--- src/rtl/ysyx_24080014_wbu_pkg.sv ---
// Shared encodings for the ysyx_24080014 writeback unit:
// rd source selects, load funct3 codes and the WBU state type.
package ysyx_24080014_wbu_pkg;

    localparam logic [2:0] RD_PC        = 3'b000;
    localparam logic [2:0] RD_PC_ADD    = 3'b001;
    localparam logic [2:0] RD_ALU_OUT   = 3'b010;
    localparam logic [2:0] RD_IMM       = 3'b011;
    localparam logic [2:0] RD_READ_DATA = 3'b100;
    localparam logic [2:0] RD_CSR       = 3'b101;

    localparam logic [2:0] F3_LB  = 3'b000;
    localparam logic [2:0] F3_LH  = 3'b001;
    localparam logic [2:0] F3_LW  = 3'b010;
    localparam logic [2:0] F3_LBU = 3'b100;
    localparam logic [2:0] F3_LHU = 3'b101;

    typedef enum logic {
        S_IDLE      = 1'b0,
        S_WAIT_LOAD = 1'b1
    } wbu_state_e;

endpackage

--- src/rtl/ysyx_24080014_load_ext.sv ---
// Combinational load extractor: picks the byte/halfword addressed by
// offset out of a word-aligned read and sign/zero extends it.
module ysyx_24080014_load_ext
    import ysyx_24080014_wbu_pkg::*;
#(
    parameter int XLEN = 32
) (
    input  logic [XLEN-1:0] rdata,
    input  logic [2:0]      funct3,
    input  logic [1:0]      offset,
    output logic [XLEN-1:0] data,
    output logic            bad
);

    logic [7:0]  byte_sel;
    logic [15:0] half_sel;

    always_comb begin
        byte_sel = rdata[7:0];
        unique case (offset)
            2'd0: byte_sel = rdata[7:0];
            2'd1: byte_sel = rdata[15:8];
            2'd2: byte_sel = rdata[23:16];
            2'd3: byte_sel = rdata[31:24];
        endcase
        // misaligned halves are not trapped; offset[0] is ignored
        half_sel = offset[1] ? rdata[31:16] : rdata[15:0];
    end

    always_comb begin
        data = '0;
        bad  = 1'b0;
        case (funct3)
            F3_LB:   data = {{(XLEN-8){byte_sel[7]}}, byte_sel};
            F3_LBU:  data = {{(XLEN-8){1'b0}}, byte_sel};
            F3_LH:   data = {{(XLEN-16){half_sel[15]}}, half_sel};
            F3_LHU:  data = {{(XLEN-16){1'b0}}, half_sel};
            F3_LW:   data = rdata;
            default: bad  = 1'b1;
        endcase
    end

endmodule

--- src/rtl/ysyx_24080014_wbu.sv ---
// Registered writeback unit: selects rd data, waits on load responses,
// drives the register-file write port and the retire pulse.
module ysyx_24080014_wbu
    import ysyx_24080014_wbu_pkg::*;
#(
    parameter int XLEN           = 32,
    parameter int REG_AW         = 5,
    parameter int TIMEOUT_CYCLES = 255
) (
    input  logic              clk,
    input  logic              rst,
    input  logic              in_valid,
    output logic              in_ready,
    input  logic [XLEN-1:0]   in_pc,
    input  logic [XLEN-1:0]   in_alu_out,
    input  logic [XLEN-1:0]   in_imm,
    input  logic [XLEN-1:0]   in_csr_rdata,
    input  logic [2:0]        in_rd_ctl,
    input  logic [REG_AW-1:0] in_rd_addr,
    input  logic              in_rd_wen,
    input  logic              in_is_load,
    input  logic [2:0]        in_funct3,
    input  logic              mem_rvalid,
    output logic              mem_rready,
    input  logic [XLEN-1:0]   mem_rdata,
    output logic              rf_wen,
    output logic [REG_AW-1:0] rf_waddr,
    output logic [XLEN-1:0]   rf_wdata,
    output logic              commit_valid,
    output logic [XLEN-1:0]   commit_pc,
    output logic              err
);

    localparam int CW = $clog2(TIMEOUT_CYCLES + 1);
    localparam logic [CW-1:0] CNT_LIMIT = CW'(TIMEOUT_CYCLES - 1);

    wbu_state_e state, state_nxt;
    logic [CW-1:0] cnt, cnt_nxt;

    logic [XLEN-1:0]   ld_pc;
    logic [REG_AW-1:0] ld_rd;
    logic              ld_wen;
    logic [2:0]        ld_f3;
    logic [1:0]        ld_off;

    logic [XLEN-1:0] ext_data;
    logic            ext_bad;
    logic [XLEN-1:0] src_data;
    logic            accept;
    logic            ld_done;
    logic            ld_timeout;

    assign in_ready   = (state == S_IDLE);
    assign mem_rready = (state == S_WAIT_LOAD);
    assign accept     = in_valid && in_ready;
    assign ld_done    = (state == S_WAIT_LOAD) && mem_rvalid;
    // a response arriving on the limit cycle still wins
    assign ld_timeout = (state == S_WAIT_LOAD) && !mem_rvalid
                     && (cnt == CNT_LIMIT);

    ysyx_24080014_load_ext #(
        .XLEN(XLEN)
    ) u_load_ext (
        .rdata (mem_rdata),
        .funct3(ld_f3),
        .offset(ld_off),
        .data  (ext_data),
        .bad   (ext_bad)
    );

    always_comb begin
        src_data = '0;
        case (in_rd_ctl)
            RD_PC:        src_data = in_pc;
            RD_PC_ADD:    src_data = in_pc + XLEN'(4);
            RD_ALU_OUT:   src_data = in_alu_out;
            RD_IMM:       src_data = in_imm;
            RD_READ_DATA: src_data = '0;
            RD_CSR:       src_data = in_csr_rdata;
            default:      src_data = '0;
        endcase
    end

    always_comb begin
        state_nxt = state;
        cnt_nxt   = cnt;
        case (state)
            S_IDLE: begin
                if (accept && in_is_load) begin
                    state_nxt = S_WAIT_LOAD;
                    cnt_nxt   = '0;
                end
            end
            S_WAIT_LOAD: begin
                if (mem_rvalid || ld_timeout) begin
                    state_nxt = S_IDLE;
                end else begin
                    cnt_nxt = cnt + 1'b1;
                end
            end
            default: state_nxt = S_IDLE;
        endcase
    end

    always_ff @(posedge clk or posedge rst) begin
        if (rst) begin
            state <= S_IDLE;
            cnt   <= '0;
        end else begin
            state <= state_nxt;
            cnt   <= cnt_nxt;
        end
    end

    always_ff @(posedge clk or posedge rst) begin
        if (rst) begin
            ld_pc  <= '0;
            ld_rd  <= '0;
            ld_wen <= 1'b0;
            ld_f3  <= '0;
            ld_off <= '0;
        end else if (accept && in_is_load) begin
            ld_pc  <= in_pc;
            ld_rd  <= in_rd_addr;
            ld_wen <= in_rd_wen;
            ld_f3  <= in_funct3;
            ld_off <= in_alu_out[1:0];
        end
    end

    always_ff @(posedge clk or posedge rst) begin
        if (rst) begin
            rf_wen       <= 1'b0;
            rf_waddr     <= '0;
            rf_wdata     <= '0;
            commit_valid <= 1'b0;
            commit_pc    <= '0;
            err          <= 1'b0;
        end else begin
            rf_wen       <= 1'b0;
            commit_valid <= 1'b0;
            if (accept && !in_is_load) begin
                rf_wen       <= in_rd_wen && (in_rd_addr != '0);
                rf_waddr     <= in_rd_addr;
                rf_wdata     <= src_data;
                commit_valid <= 1'b1;
                commit_pc    <= in_pc;
            end else if (ld_done) begin
                rf_wen       <= ld_wen && (ld_rd != '0);
                rf_waddr     <= ld_rd;
                rf_wdata     <= ext_data;
                commit_valid <= 1'b1;
                commit_pc    <= ld_pc;
                if (ext_bad) begin
                    err <= 1'b1;
                end
            end
            if (ld_timeout) begin
                err <= 1'b1;
            end
        end
    end

endmodule

--- config.mk ---
export PLATFORM = sky130hd
export DESIGN_NAME = ysyx_24080014_wbu
export DESIGN_NICKNAME = d
export VERILOG_FILES = /design/src/rtl/ysyx_24080014_wbu_pkg.sv /design/src/rtl/ysyx_24080014_load_ext.sv /design/src/rtl/ysyx_24080014_wbu.sv
export SDC_FILE = /design/constraint.sdc
export NUM_CORES = 1
export LEC_CHECK = 0
export ABC_AREA = 1
export BUFFER_PORTS_ARGS = -buffer_cell sky130_fd_sc_hd__buf_4
export CORE_MARGIN = 2
export CORE_UTILIZATION = 48
export CTS_BUF_LIST = sky130_fd_sc_hd__clkbuf_16
export DETAILED_ROUTE_END_ITERATION = 6
export GPL_ROUTABILITY_DRIVEN = 0
export PLACE_DENSITY = 0.75
export SLEW_MARGIN = 10
export SYNTH_ARGS = -nofsm -noshare
export SYNTH_HDL_FRONTEND = slang
export SYNTH_HIERARCHICAL = 1
export SYNTH_SLANG_ARGS = --single-unit
--- constraint.sdc ---
create_clock -name clk -period 3.95 [get_ports clk]
set_clock_uncertainty 0.2 [all_clocks]
set_input_delay 0.79 -clock clk [delete_from_list [all_inputs] [get_ports clk]]
set_output_delay 0.79 -clock clk [all_outputs]
set_load 0.03 [all_outputs]
==> summary.md <==
| Metric | Value |
|---|---|
| Status | `complete, no violations` |
| HP Class | `flip-flop to flip-flop` |
| Power density cells | `478 nW/µm²` |
| Via count | `between 9,000 and 10,000` |
| LEAKAGE | `5.84 nW` |
| Critical Path Start Type | `flip-flop` |
| DP Area | `10,200 µm²` |
| Pins Over Slew Limit | `0` |
| Util after Layout | `roughly 65%` |
| Area of the multi-input gates | `4170 µm²` |
| Yosys cell types | `37` |
| Worst Path Buf+Inv | `2` |
| Critical Path Most Common Cell | `nand2_1` |
| Initial Util | `49.3%` |
| Core box area | `approximately 17,000 µm²` |
| Post-route setup TNS | `0 ns` |
| WL/cell | `16.7 µm` |
| First-pass GRT wire length | `between 40,000 and 50,000 µm` |
| Syn Nets | `1,444` |
| Clock Latency Late Sink | `0.42 ns` |
| FFs w/ async S/R, synth | `100%` |
| FMAX | `slightly below 400 MHz` |
| Final Setup Violations | `0` |
| Detailed-route DRC error count | `0` |
| CTS tree | `done` |
| Vias per cell | `around 5.4` |
| Die Area | `18,200 µm²` |
| Post-layout min period | `~2.5 ns` |
| Inserted Diodes | `0` |
| Sequential share of the synthesized area | `between 30% and 40%` |
| Max IR drop VDD | `356 µV` |
| Vias in the first global route | `8,415` |
| Post-CTS Resized | `0` |
| Mapped cell area | `a little over 8000 µm²` |
| Post-synth EDFFs | `0` |
| Req. time, crit path | `~4 ns` |
| Die H | `135 µm` |
| WP data arrival | `2.67 ns` |
| Num rows | `between 40 and 50` |
| Flip-flop and latch area | `3100 µm²` |
| Delay-heaviest family, CP | `simple AND/OR/NAND/NOR gates` |
| DR pass1 iterations | `6` |
| Final instance area | `10,800 µm²` |
| Sink Count | `around 120` |
| H-tree levels | `4` |
| Post-Syn Instances | `between 1,000 and 1,500` |
| Slew HR | `36.7%` |
| Hold Fails Final Rpt | `0` |
| Slowest CP cell | `nor3_4` |
| Yosys warnings | `6` |
| Final Hold Slack | `0.269 ns` |
| Mean post-synth cell area | `between 6 and 7 µm²` |
| Clk slew on worst S/H paths | `about 0.06 ns` |
| Period utilization | `64.0%` |
| Max FO, Critical Path | `25` |
| Final Power | `0.00516 W` |
| Least-Margin Pin Slew | `between 0.9 and 1 ns` |
| Critical-path cell list | `inv_1, nor3_4, nand2_1, nand2_1, inv_1, nand2_1, o21ai_0, a21oi_1` |
| IO Count | `251` |
| Routed wire length | `28,700 µm` |
| Setup bufs post-CTS | `0` |
| Largest net degree at the start of global routing | `72` |
| Hold_buf cts | `0` |
| Number of fill cells | `around 1,500` |
| Antenna violations before repair | `0` |
| GR Util All Layers | `31.8%` |
| CTS buffer count | `17` |
| RSZ-0062 raised after global routing | `false` |
| Die Wd | `135 µm` |
| Input/output buffers | `250` |
| Crit Path Category | `flip-flop to flip-flop` |
| Total grt overflow | `0` |
| Nets | `1,669` |
| Crit. End Element | `flip-flop` |
| Main synth FF type | `dfrtp_1` |
| Drt initial violations | `1,312` |
| Max-cap viol count | `0` |
| Area growth from synthesis to layout | `31.5%` |
| #FFs+latches synth | `124` |
| Slowest cell delay on critical path | `0.68 ns` |
| HPWL after detailed placement | `21,400 µm` |
| Deepest clock path buffer count | `2` |
| CTS root buf | `clkbuf_16` |
| Final ANT Viol Nets | `0` |
| Share of cells above drive strength 1 | `around 22%` |
[synthesized netlist by cell type, types with 5 or more instances]
cell type | instances | share of area [%]
a21oi_1 | 55 | 3.4
a22oi_1 | 36 | 3.3
buf_2 | 24 | 1.5
clkbuf_1 | 22 | 1.0
dfrtp_1 | 124 | 38
inv_1 | 166 | 7.6
inv_2 | 8 | 0.37
nand2_1 | 460 | 21
nand2_2 | 7 | 0.53
nand3_1 | 82 | 5.0
nor2_1 | 94 | 4.3
nor3_1 | 7 | 0.43
o21ai_0 | 88 | 5.4
o21ai_1 | 7 | 0.43
o221ai_1 | 5 | 0.53
o22ai_1 | 30 | 2.3
[logic make-up (layout without fill, tap and decap cells)]
| family | count (synthesis) | after routing | synth area share (%) |
|---|---|---|---|
| simple gates | 670 | 670 | 33.6 |
| buf+inv | 233 | 471 | 11.6 |
| fa+ha+maj | 3 | 3 | 0.457 |
| flops | 124 | 124 | 37.8 |
| compound gates | 230 | 230 | 16.1 |
| xor+xnor | 4 | 4 | 0.427 |
[worst paths after layout]
| kind | slack [ns] | endpoint | startpoint | cells after the start |
|---|---|---|---|---|
| setup / recovery | 1.42 | rf_wdata[8] | ld_f3[1] | 8 |
| hold / removal | 0.27 | commit_pc[8] | commit_pc[8] | 2 |
| setup reg to reg | 1.42 | rf_wdata[8] | ld_f3[1] | 8 |
| hold reg to reg | 0.27 | commit_pc[8] | commit_pc[8] | 2 |
| max in group asynchronous | 2.26 | rf_wdata[29] | rst | 3 |
| min in group asynchronous | 0.37 | commit_valid | rst | 2 |
[per-layer routing]
metal	vias to the layer above	wire (µm)	global-route usage (%)
met5	-	0	0
met4	0	844	10.2
met3	76	2950	6.12
met2	536	12900	48.4
met1	4221	12000	46.0
li1	4466	-	-
[tightest hold or removal path, cell delays in order (launching register included)]
cell,delay [ns]
dfrtp_1,0.34
nand2_1,0.05
nand2_1,0.04
[metrics by stage]
stage,instances,setup WS [ns]
3_3_place_gp,1690,1.22
5_1_grt,1722,1.22
4_1_cts,1722,1.43
6_report,1722,1.42
3_5_place_dp,1690,1.18
2_1_floorplan,1264,1.43
[area by class of cell]
class                      count  area share (%)
inverter                     176            6.18
sequential                   124            28.7
multi-input combinational    907            38.6
timing repair buffer         263            18.4
tap                          220            2.55
clock buffer                  17            3.94
clock inverter                15            1.59
[layout by cell type (no fill, tap or decap), types with 4 or more instances in the layout]
| master | n |
|---|---|
| nand2_1 | 460 |
| buf_4 | 262 |
| inv_1 | 166 |
| dfrtp_1 | 124 |
| nor2_1 | 93 |
| o21ai_0 | 88 |
| nand3_1 | 82 |
| a21oi_1 | 55 |
| a22oi_1 | 36 |
| o22ai_1 | 30 |
| clkbuf_16 | 17 |
| inv_2 | 8 |
| nor3_1 | 7 |
| nand2_2 | 7 |
| o21ai_1 | 7 |
| nor3_4 | 5 |
| nor2_2 | 5 |
| o221ai_1 | 5 |
| o31ai_1 | 4 |
| xor2_1 | 4 |
| clkinv_1 | 4 |
| nor2_4 | 4 |
| clkinvlp_4 | 4 |
[power breakdown]
group / total (W) / internal [W] / switching [W]
combinational: 0.00181 / 0.000648 / 0.00116
sequential: 0.00175 / 0.00155 / 0.000198
clock: 0.00161 / 0.000990 / 0.000618
total: 0.00516 / 0.00319 / 0.00197
[registers in the layout (all words and copies together), names as in the netlist]
| signal | count |
|---|---|
| rf_waddr | 5 |
| ld_pc | 32 |
| err | 1 |
| ld_wen | 1 |
| ld_f3 | 3 |
| commit_valid | 1 |
| ld_rd | 5 |
| rf_wdata | 32 |
| ld_off | 2 |
| cnt | 8 |
| mem_rready | 1 |
| commit_pc | 32 |
| rf_wen | 1 |
(Power assumes the default switching activity.)
